### config.mk
export PLATFORM = sky130hd
export DESIGN_NAME = mem_arbiter
export DESIGN_NICKNAME = d
export VERILOG_FILES = /design/src/rtl/mem_arbiter_pkg.sv /design/src/rtl/mem_arb_pick.sv /design/src/rtl/mem_arbiter.sv
export SDC_FILE = /design/constraint.sdc
export NUM_CORES = 1
export LEC_CHECK = 0
export ABC_AREA = 1
export CORE_MARGIN = 1.5
export CORE_UTILIZATION = 41
export DETAILED_ROUTE_END_ITERATION = 8
export PLACE_DENSITY = 0.8
export SYNTH_ARGS = -nofsm -noshare
export SYNTH_HDL_FRONTEND = slang
export SYNTH_SLANG_ARGS = --single-unit
### constraint.sdc
create_clock -name clk -period 2.1 [get_ports clk]
set_input_delay 0.315 -clock clk [delete_from_list [all_inputs] [get_ports clk]]
set_output_delay 0.315 -clock clk [all_outputs]
set_load 0.005 [all_outputs]
### src/rtl/mem_arbiter_pkg.sv
// Shared constants for the RAM arbiter: FSM state codes, chip/write
// enable levels and requester identifiers used by the round-robin option.
package mem_arbiter_pkg;

   // FSM state codes (2-bit, legacy-compatible encoding)
   localparam logic [1:0] ARB_IDLE      = 2'b00;
   localparam logic [1:0] ARB_GRANT_IF  = 2'b01;
   localparam logic [1:0] ARB_GRANT_MEM = 2'b10;

   // RAM strobe levels
   localparam logic CHIP_ENABLE   = 1'b1;
   localparam logic CHIP_DISABLE  = 1'b0;
   localparam logic WRITE_ENABLE  = 1'b1;
   localparam logic WRITE_DISABLE = 1'b0;

   // Instruction fetch always reads full words
   localparam logic [3:0] SEL_ALL = 4'b1111;

   // Requester identifiers held in the round-robin last_grant register
   localparam logic GNT_IF  = 1'b0;
   localparam logic GNT_MEM = 1'b1;

endpackage

### src/rtl/mem_arb_pick.sv
// Combinational winner select between IF and MEM.
// Build option MEM_ARB_RR_EN: ties go to the requester not granted last;
// otherwise MEM wins every tie (fixed priority).
module mem_arb_pick
   import mem_arbiter_pkg::*;
(
   input  logic eligible_if,
   input  logic eligible_mem,
`ifdef MEM_ARB_RR_EN
   input  logic last_grant,
`endif
   output logic grant_if,
   output logic grant_mem
);

   logic mem_wins_tie;

`ifdef MEM_ARB_RR_EN
   assign mem_wins_tie = (last_grant == GNT_IF);
`else
   assign mem_wins_tie = 1'b1;
`endif

   // One-hot winner: a lone requester always wins, a tie follows mem_wins_tie
   always_comb begin
      grant_if  = 1'b0;
      grant_mem = 1'b0;
      if (eligible_if && eligible_mem) begin
         grant_mem = mem_wins_tie;
         grant_if  = ~mem_wins_tie;
      end else begin
         grant_if  = eligible_if;
         grant_mem = eligible_mem;
      end
   end

endmodule

### src/rtl/mem_arbiter.sv
// Single-port RAM arbiter between instruction fetch (IF) and the data path
// (MEM). One registered RAM transaction at a time, completion pulses per
// requester, zero-bubble handoff when the other side is waiting, and a
// watchdog that aborts an access after WAIT_MAX cycles without ram_ready_i.
// Build option MEM_ARB_RR_EN selects round-robin tie breaking instead of
// fixed MEM priority.
module mem_arbiter
   import mem_arbiter_pkg::*;
#(
   parameter int DATA_W   = 32,
   parameter int WAIT_MAX = 15
) (
   input  logic              clk,
   input  logic              rst,
   input  logic              if_ce_i,
   input  logic [DATA_W-1:0] if_addr_i,
   output logic [DATA_W-1:0] if_data_o,
   output logic              if_done_o,
   input  logic              mem_ce_i,
   input  logic              mem_we_i,
   input  logic [3:0]        mem_sel_i,
   input  logic [DATA_W-1:0] mem_addr_i,
   input  logic [DATA_W-1:0] mem_data_i,
   output logic [DATA_W-1:0] mem_data_o,
   output logic              mem_done_o,
   output logic              ram_ce_o,
   output logic              ram_we_o,
   output logic [3:0]        ram_sel_o,
   output logic [DATA_W-1:0] ram_addr_o,
   output logic [DATA_W-1:0] ram_data_o,
   input  logic [DATA_W-1:0] ram_data_i,
   input  logic              ram_ready_i,
   output logic              stallreq_if_o,
   output logic              stallreq_mem_o,
   output logic              err_o
);

   localparam int               CNT_W    = $clog2(WAIT_MAX + 1);
   localparam logic [CNT_W-1:0] CNT_LAST = CNT_W'(WAIT_MAX);

   logic [1:0]       state;
   logic [CNT_W-1:0] wait_cnt;
   logic [CNT_W-1:0] wait_cnt_nxt;
   logic             elig_if;
   logic             elig_mem;
   logic             pick_if;
   logic             pick_mem;
   logic             busy;
   logic             timeout;
   logic             issue_if;
   logic             issue_mem;
   logic             go_idle;

   // A requester is never eligible in its own done cycle, so a held ce is
   // not mistaken for a new request.
   assign elig_if        = if_ce_i  & ~if_done_o;
   assign elig_mem       = mem_ce_i & ~mem_done_o;
   assign stallreq_if_o  = elig_if;
   assign stallreq_mem_o = elig_mem;

   assign busy         = (state == ARB_GRANT_IF) || (state == ARB_GRANT_MEM);
   assign wait_cnt_nxt = wait_cnt + CNT_W'(1);
   assign timeout      = busy && !ram_ready_i && (wait_cnt_nxt == CNT_LAST);

`ifdef MEM_ARB_RR_EN
   logic last_grant;

   // Remember who was granted most recently for round-robin tie breaking
   always_ff @(posedge clk or negedge rst) begin
      if (!rst)           last_grant <= GNT_IF;
      else if (issue_if)  last_grant <= GNT_IF;
      else if (issue_mem) last_grant <= GNT_MEM;
   end
`endif

   mem_arb_pick u_pick (
      .eligible_if  (elig_if),
      .eligible_mem (elig_mem),
`ifdef MEM_ARB_RR_EN
      .last_grant   (last_grant),
`endif
      .grant_if     (pick_if),
      .grant_mem    (pick_mem)
   );

   // Decide the next RAM transaction: new grant from IDLE, handoff on ready,
   // or fall back to IDLE on ready-without-waiter or timeout
   always_comb begin
      issue_if  = 1'b0;
      issue_mem = 1'b0;
      go_idle   = 1'b0;
      case (state)
         ARB_IDLE: begin
            issue_if  = pick_if;
            issue_mem = pick_mem;
         end
         ARB_GRANT_IF: begin
            if (ram_ready_i) begin
               if (elig_mem) issue_mem = 1'b1;
               else          go_idle   = 1'b1;
            end else if (timeout) begin
               go_idle = 1'b1;
            end
         end
         ARB_GRANT_MEM: begin
            if (ram_ready_i) begin
               if (elig_if) issue_if = 1'b1;
               else         go_idle  = 1'b1;
            end else if (timeout) begin
               go_idle = 1'b1;
            end
         end
         default: go_idle = 1'b1;
      endcase
   end

   // Register the granted request onto the RAM port and track the wait count
   always_ff @(posedge clk or negedge rst) begin
      if (!rst) begin
         state      <= ARB_IDLE;
         ram_ce_o   <= CHIP_DISABLE;
         ram_we_o   <= WRITE_DISABLE;
         ram_sel_o  <= '0;
         ram_addr_o <= '0;
         ram_data_o <= '0;
         wait_cnt   <= '0;
      end else if (issue_if) begin
         state      <= ARB_GRANT_IF;
         ram_ce_o   <= CHIP_ENABLE;
         ram_we_o   <= WRITE_DISABLE;
         ram_sel_o  <= SEL_ALL;
         ram_addr_o <= if_addr_i;
         ram_data_o <= '0;
         wait_cnt   <= '0;
      end else if (issue_mem) begin
         state      <= ARB_GRANT_MEM;
         ram_ce_o   <= CHIP_ENABLE;
         ram_we_o   <= mem_we_i;
         ram_sel_o  <= mem_sel_i;
         ram_addr_o <= mem_addr_i;
         ram_data_o <= mem_data_i;
         wait_cnt   <= '0;
      end else if (go_idle) begin
         state      <= ARB_IDLE;
         ram_ce_o   <= CHIP_DISABLE;
         ram_we_o   <= WRITE_DISABLE;
         wait_cnt   <= '0;
      end else if (busy) begin
         wait_cnt   <= wait_cnt_nxt;
      end
   end

   // Completion pulses, read-data capture and timeout error reporting
   always_ff @(posedge clk or negedge rst) begin
      if (!rst) begin
         if_done_o  <= 1'b0;
         mem_done_o <= 1'b0;
         err_o      <= 1'b0;
         if_data_o  <= '0;
         mem_data_o <= '0;
      end else begin
         if_done_o  <= (state == ARB_GRANT_IF)  && (ram_ready_i || timeout);
         mem_done_o <= (state == ARB_GRANT_MEM) && (ram_ready_i || timeout);
         err_o      <= timeout;
         if (state == ARB_GRANT_IF) begin
            if (timeout)                       if_data_o <= '0;
            else if (ram_ready_i && !ram_we_o) if_data_o <= ram_data_i;
         end
         if (state == ARB_GRANT_MEM) begin
            if (timeout)                       mem_data_o <= '0;
            else if (ram_ready_i && !ram_we_o) mem_data_o <= ram_data_i;
         end
      end
   end

endmodule

-- Yosys cells after proc, flatten, opt, wreduce, memory -nomap -nowiden
Cells that the tools add are included.
- flip-flop bits (word level): 143
- latch bits: 0
- memory bits (writable): 0
- ROM bits: 0
- input bits: 138
- output and inout port bits: 139
- memories kept: 0
- add/sub/neg operators: 1
- multiply operators: 0
- divide/modulo/power cells: 0
- magnitude comparators: 0
- equal/unequal tests: 3
- shift-type cells: 0
- muxes and demuxes: 34
- bitwise operators: 4
- reduce and logical (&&, ||, !) cells: 17
- operators with widths (cell ; number):
    $mux 32 ; 6
    $mux 4 ; 6
    $mux 1 ; 16
    $logic_and 1x1->1 ; 6
    $mux 2 ; 3
    $add 4x1->4 const B ; 1
    $eq 4x4->1 const B ; 1
    $pmux 1 s2 ; 2
    $reduce_and 2->1 ; 2
    $reduce_bool 2->1 ; 2
    $reduce_bool 4->1 ; 1
    $pmux 1 s3 ; 1
    $reduce_bool 3->1 ; 1
    $and 1x1->1 ; 2
    $eq 2x1->1 const B ; 1
    $eq 2x2->1 const B ; 1
    $logic_not 1->1 ; 2
    $logic_not 2->1 ; 1
    $logic_or 1x1->1 ; 2
    $not 1->1 ; 2

-- Logic depth before layout (Yosys ltp)
Gate-level depths: netlist (run 1).
- depth in word-level cells: 10
- gate-level depth with buffers: 12

-- Modules after synthesis
Synthesis (run 1) repeated with hierarchy kept, for this count alone.
- cells, all modules: 574
- area, all modules: 5891.9 um2
- by module, submodules not included (module ; instances ; cells each ; area an instance (um2) ; sequential area each (um2)):
    mem_arbiter ; 1 ; 571 ; 5880.6 ; 3578.4
    mem_arb_pick ; 1 ; 3 ; 11.3 ; 0.0

-- Least setup slack after synthesis (run 1)
No wires, ideal clock.
- path kind: register to register
- start point: register state[0]
- end point: register mem_data_o[16]
- library setup time: 0.119 ns
- arrival time: 1.617 ns
- required time: 1.981 ns
- setup slack: 0.364 ns
- stages on the path, launching flop included: 11
- path buffers: 1
- clock period less this slack: 1.736 ns
- cells stage by stage: dfrtp_1 inv_1 ha_1 nand2_1 nor3_4 nand2_4 o21ai_4 nand2_4 buf_4 nand2_1 o21ai_2
- cells in the longest elaborated chain, start to end: 6
- elaborated cells on any way between the ends: 8
- ends and longest elaborated chain (what ; line ; source):
    start: declaration ; mem_arbiter.sv:41 ; logic [1:0] state;
    start signal: assignment ; mem_arbiter.sv:120 ; state <= ARB_IDLE;
    start signal: assignment ; mem_arbiter.sv:128 ; state <= ARB_GRANT_IF;
    start signal: assignment ; mem_arbiter.sv:136 ; state <= ARB_GRANT_MEM;
    $eq 2x1->1 / $eq 2x2->1 (equally long branches) ; mem_arbiter.sv:61, mem_arbiter.sv:169 ;
    $logic_or 1x1->1 ; mem_arbiter.sv:61 ; assign busy = (state == ARB_GRANT_IF) || (state == ARB_GRANT_MEM);
    $logic_and 1x1->1 (2 in series) ; mem_arbiter.sv:63 ; assign timeout = busy && !ram_ready_i && (wait_cnt_nxt == CNT_LAST);
    $reduce_bool 2->1 (no source line) ; - ;
    $reduce_and 2->1 (no source line) ; - ;
    end signal: assignment ; mem_arbiter.sv:171 ; else if (ram_ready_i && !ram_we_o) mem_data_o <= ram_data_i;
    end: declaration ; mem_arbiter.sv:24 ; output logic [DATA_W-1:0] mem_data_o,
Several ways; a longest one is shown, not always the timed one.
A chain may end at the register's enable or synchronous reset.

-- Worst setup path in the final report (run 1)
- start point: register mem_done_o
- end point: output stallreq_mem_o
- cells in the longest elaborated chain, start to end: 2
- ends and longest elaborated chain (what ; line ; source):
    start: declaration ; mem_arbiter.sv:25 ; output logic mem_done_o,
    start signal: assignment ; mem_arbiter.sv:163 ; mem_done_o <= (state == ARB_GRANT_MEM) && (ram_ready_i || timeout);
    $not 1->1 ; mem_arbiter.sv:57 ; assign elig_mem = mem_ce_i & ~mem_done_o;
    $and 1x1->1 ; mem_arbiter.sv:57 ;
    end: declaration ; mem_arbiter.sv:34 ; output logic stallreq_mem_o,
Every way passes these cells.

==> out/qor.txt, run 1 <==
Worst setup endpoint: stallreq_mem_o
Slew headroom: 64.5%
Number of global-route vias before repair: 5133
Yosys top cell area share: 60.7%
Tightest Pin Transition: 0.533 ns
Register-to-register setup slack: 0.14 ns
Buffers on Ports: 276
Residual DRC count: 0
CTS clk-pin slew, worst paths: 0.06 ns
# setup viols final: 0
Fin util: 67.5%
Fillers: 1109
IR drop worst, VDD: 0.000815 V
Mapped Cells: 576
Root buf cell: clkbuf_16
Slew Limit Fails: 0
Outcome: complete, no violations
Largest net degree at the start of global routing: 65
Register area share after synthesis: 60.7%
Mapped Area: 5890 sq um
Fin crit period: 1.96 ns
First-pass GRT wire length: 26.5 mm
Crit path DAT: 1.65 ns
Initial Util: 42.3%
Syn Nets: 720
DR iter-0 viols: 275
HPWL after DPL: 12.4 mm
Post-synthesis register bit count: 143
Synth warn: 0
Fraction of layout cells with a size suffix above 1: 10.5%
Synth top area cells: dfrtp_1, nand2_1, a22o_1, o21ai_2, nand3_1
Final nets: 1000
Area delta synth->final: 59.6%
Element type at the critical path end: output pin
R2r startpoint: state[0]
DRT Pass-1 Iters: 4
Total Routing Usage GR: 23.3%
Final worst setup slack: 0.139 ns
Initial antenna violation count: 0
Commonest non-fill, non-tap cells in the layout: clkdlybuf4s50_1, nand2_1, dfrtp_1
Critical Path Source: mem_done_o
CTS buffer count: 17
Detail Route Antenna Nets: 0
HP Class: in -> async
WS Path Type: reg -> out
Reg2Reg Depth: 10
Pre-CTS setup slack: 0.131 ns
Total power: 13.3 mW
Hold Vio Cnt, Final: 0
Grt total ovfl: 0
Antenna Diode Count: 0
Startpoint types: flop
Post-synthesis cell type count: 25
Final worst-path cycle share: 93.4%
Max_cap viols: 0
Leak: 4.33 nW
Via count: 5130
Endpoint of the worst register-to-register path: if_data_o[17]
Final clock skew: 0.00919 ns
I/O pin total: 277
CORE AREA: 13900 sq um
Maximum root-to-sink buffer count: 2
H-tree Lvls: 4
Die area: 15100 sq um
Routed wire length: 16.9 mm
Die Wd: 123 um
Die Y: 123 um
Vias per Instance: 4.89
Routability cong.: 0.781
Syn_area_per_cell: 10.2 sq um
Clk sink count: 143
Site Rows: 43
CP required: 1.78 ns
CTS tree: yes
Later-pin clock latency in the skew report: 0.42 ns
Power per Cell Area: 1410 nW/um^2
Routed WL per cell: 16.1 um
Area leader, netlist: dfrtp_1
Max Clk Rate: 510 MHz
Critical path peak fanout: 3
Most common cell after layout, fill and taps aside: clkdlybuf4s50_1
layer usage:
metal | track usage [%] | wire (um)
met5 | 0 | 0
met4 | 9.16 | 400
met3 | 8.60 | 1560
met2 | 38.6 | 8410
met1 | 27.4 | 6480
where the power goes:
group          leakage [nW]  internal [mW]  total, mW  switching, mW
logic                  2.27           3.28       5.77           2.49
registers              1.80           3.96       4.65          0.690
clock network         0.271           1.58       2.83           1.25
total                  4.33           8.83       13.3           4.42
worst min-delay path by stage:
stage	slack, ns	start	to
finish	0.41	rst	mem_data_o[6]
global route	0.43	mem_we_i	ram_we_o
CTS	0.43	rst	mem_data_o[10]
detailed placement	0.31	rst	mem_data_o[10]
global placement	0.30	rst	mem_data_o[1]
floorplan	0.02	rst	err_o
state kept, by name (all words and copies together) (netlist names), 2 cells and up:
| register | flops |
|---|---|
| if_data_o | 32 |
| mem_data_o | 32 |
| ram_addr_o | 32 |
| ram_data_o | 32 |
| ram_sel_o | 4 |
| state | 2 |
| wait_cnt | 4 |
through the flow:
step | TNS (ns) | instance area (sq um) | instances | hold WS (ns)
3_5_place_dp | 0 | 8810 | 1014 | 0.310
3_3_place_gp | 0 | 8810 | 1014 | 0.302
6_report | 0 | 9400 | 1049 | 0.414
4_1_cts | 0 | 9380 | 1047 | 0.433
2_1_floorplan | 0 | 5890 | 576 | 0.0194
5_1_grt | -0.0113 | 9400 | 1049 | 0.426
critical path, cell delays in order (launching register included):
cell and delay (ns):
dfrtp_1 0.41, inv_1 0.07, nand2_1 0.11, inv_1 0.12, clkdlybuf4s50_1 0.53
area by class of cell:
class	instances	area (sq um)	share of cell area (%)
Sequential cell	143	3580	38.1
Timing Repair Buffer	293	2970	31.6
Multi-Input combinational cell	382	2000	21.2
Inverter	19	71.3	0.759
Clock inverter	14	123	1.30
Clock buffer	18	439	4.67
Tap cell	180	225	2.40
cell families after synthesis:
family	synth area share, %
and+or+nand+nor	19.2
DFF	60.7
AOI/OAI and AO/OA	13.2
buffers and inverters	5.52
adders and majority gates	1.27
xor gates and xnor gates	0.149
synthesized netlist by cell type (all sizes together):
cell type	number
nand3	36
o22a	4
inv	19
nand2	216
nand3b	1
a2bb2oi	1
a22o	32
o21ai	67
clkbuf	5
ha	6
nor3	1
buf	27
nor2	12
nand4	5
xnor2	1
dfrtp	143
what timing repair did:
item                                   in CTS  in global routing
hold buffers                                1                  0
setup buffers                               0                  2
gates resized for setup                     0                  1
setup endpoints to repair                   0                 13
endpoints found under the hold margin      51                  0
No activity file was read; power rests on OpenSTA's default activity.
==> inputs of run 2 (changes only) <==
--- a/config.mk
+++ b/config.mk
@@ -7,9 +7,9 @@
 export LEC_CHECK = 0
 export ABC_AREA = 1
 export CORE_MARGIN = 1.5
-export CORE_UTILIZATION = 41
+export CORE_UTILIZATION = 37
 export DETAILED_ROUTE_END_ITERATION = 8
-export PLACE_DENSITY = 0.8
+export PLACE_DENSITY = 0.76
 export SYNTH_ARGS = -nofsm -noshare
 export SYNTH_HDL_FRONTEND = slang
 export SYNTH_SLANG_ARGS = --single-unit
==> constraint.sdc (replaced) <==
create_clock -name clk -period 1.8 [get_ports clk]
set_input_delay 0.27 -clock clk [delete_from_list [all_inputs] [get_ports clk]]
set_output_delay 0.27 -clock clk [all_outputs]
set_load 0.005 [all_outputs]
==> run 2 against run 1 <==
  * Sequential power increased by 17%
  * Clock power is 25% higher
  * Global-route usage fell by 2.0 points
  * Critical path depth is 6 higher
  * Register-to-register slack worse by 0.07 ns
  * Clock-buffer cell count grew 2
  * Via count increased by 1.9%
  * Total power grew 22%
  * Non-clock buffer count is 15 higher
  * Core utilization fell by 4.0 points
==> out/qor.txt, run 2 (synthesized netlist as in run 1, its figures left out) <==
Outcome: complete, no violations
Antenna Diode Count: 0
Max_cap viols: 0
Hold Vio Cnt, Final: 0
Routed WL per cell: 16.5 um
Buffers on Ports: 276
Power per Cell Area: 1660 nW/um^2
Root buf cell: clkbuf_16
Routed wire length: 18.0 mm
CTS buffer count: 17
CTS clk-pin slew, worst paths: 0.06 ns
Slew Limit Fails: 0
Commonest non-fill, non-tap cells in the layout: clkdlybuf4s50_1, nand2_1, dfrtp_1
Maximum root-to-sink buffer count: 2
CTS tree: yes
Element type at the critical path end: flop
Largest net degree at the start of global routing: 55
Final nets: 1015
First-pass GRT wire length: 27.0 mm
CORE AREA: 15400 sq um
CP required: 2.10 ns
Via count: 5226
Final worst setup slack: 0.0683 ns
H-tree Lvls: 4
Number of global-route vias before repair: 5094
Detail Route Antenna Nets: 0
# setup viols final: 0
Max Clk Rate: 577 MHz
Endpoint of the worst register-to-register path: mem_data_o[9]
Die Y: 129 um
I/O pin total: 277
HP Class: in -> async
Die area: 16700 sq um
HPWL after DPL: 12.9 mm
Site Rows: 45
Leak: 4.48 nW
Die Wd: 129 um
Initial Util: 38.3%
Register-to-register setup slack: 0.07 ns
Total Routing Usage GR: 21.3%
Pre-CTS setup slack: -0.110 ns
Initial antenna violation count: 0
Grt total ovfl: 0
Critical Path Source: wait_cnt[0]
R2r startpoint: wait_cnt[0]
DR iter-0 viols: 226
Fraction of layout cells with a size suffix above 1: 13.8%
IR drop worst, VDD: 0.000731 V
Fin crit period: 1.73 ns
Later-pin clock latency in the skew report: 0.42 ns
Setup tns final: 0 ns
Reg2Reg Depth: 10
DRT Pass-1 Iters: 4
RSZ-0062 raised after global routing: true
Residual DRC count: 0
Tightest Pin Transition: 0.351 ns
Final worst-path cycle share: 96.2%
WS Path Type: reg -> reg
Most common cell after layout, fill and taps aside: clkdlybuf4s50_1
Area delta synth->final: 65.5%
Final clock skew: 0.0117 ns
Clk sink count: 143
Startpoint types: flop
Routability cong.: 0.772
Slew headroom: 76.6%
Critical path peak fanout: 24
Vias per Instance: 4.78
Crit path DAT: 2.03 ns
run 2: cell count changes in the layout (fill, tap and decap cells not counted), sizes merged:
cell / delta
buf: +13
clkbuf: +4
inv: -4
clkdlybuf4s50: -2
bufinv: +2
dlygate4sd2: +2
clkinvlp: -1
run 2: repair_timing:
item,CTS,global route
gates resized for setup,2,25
endpoints found under the hold margin,32,0
cloned,0,2
hold buffers,1,0
setup endpoints to repair,2,93
pin swaps,0,7
buffers inserted,0,3
run 2: metal layers:
layer / wire, um / track usage (%) / share of wire, %
met3: 1590 / 8.09 / 8.8
met1: 7250 / 24.8 / 40
met4: 247 / 7.07 / 1.4
met5: 0 / 0 / 0
met2: 8940 / 36.4 / 50
run 2: worst max-delay path by stage:
stage                                end  slack, ns  cells past startpoint
final                      mem_data_o[9]       0.07                     10
after detailed placement  ram_addr_o[11]      -0.11                     10
after global routing      mem_data_o[15]      -0.04                      9
after CTS                  if_data_o[11]       0.04                     10
after global placement    ram_addr_o[20]      -0.09                     10
after floorplan           mem_data_o[16]       0.06                     10
run 2: stage by stage:
stage                     total power, mW  cells  hold WS [ns]  util (%)  area (sq um)
after floorplan                      8.39    576       -0.0256         -          5890
after global placement               12.3   1057         0.190      58.4          8980
after detailed placement             12.5   1057         0.190      58.4          8980
after CTS                            16.1   1089         0.315      62.3          9580
after global routing                 17.3   1094         0.353      63.4          9750
final                                16.2   1094         0.320      63.4          9750
run 2: where the power goes:
part           leakage [nW]  switching, mW  internal [mW]  total (mW)
clock network         0.293           1.39           2.16        3.55
registers              1.80          0.819           4.63        5.45
logic                  2.39           3.03           4.16        7.19
run 2: final cells by class:
type,count,area [sq um]
Fill cell,1273,5620
Sequential cell,143,3580
Timing Repair Buffer,308,3170
Multi-Input combinational cell,382,2070
Clock buffer,20,467
Tap cell,211,264
Clock inverter,11,130
Inverter,19,71.3
run 2: worst max-delay path, cell delays in order (launching register included):
cell	delay, ns
dfrtp_1	0.44
ha_4	0.20
nand2_2	0.07
nand2_4	0.06
nor3_4	0.19
nand2_4	0.11
o21ai_4	0.10
nand2_4	0.12
buf_12	0.18
nand2_1	0.09
o21ai_2	0.06
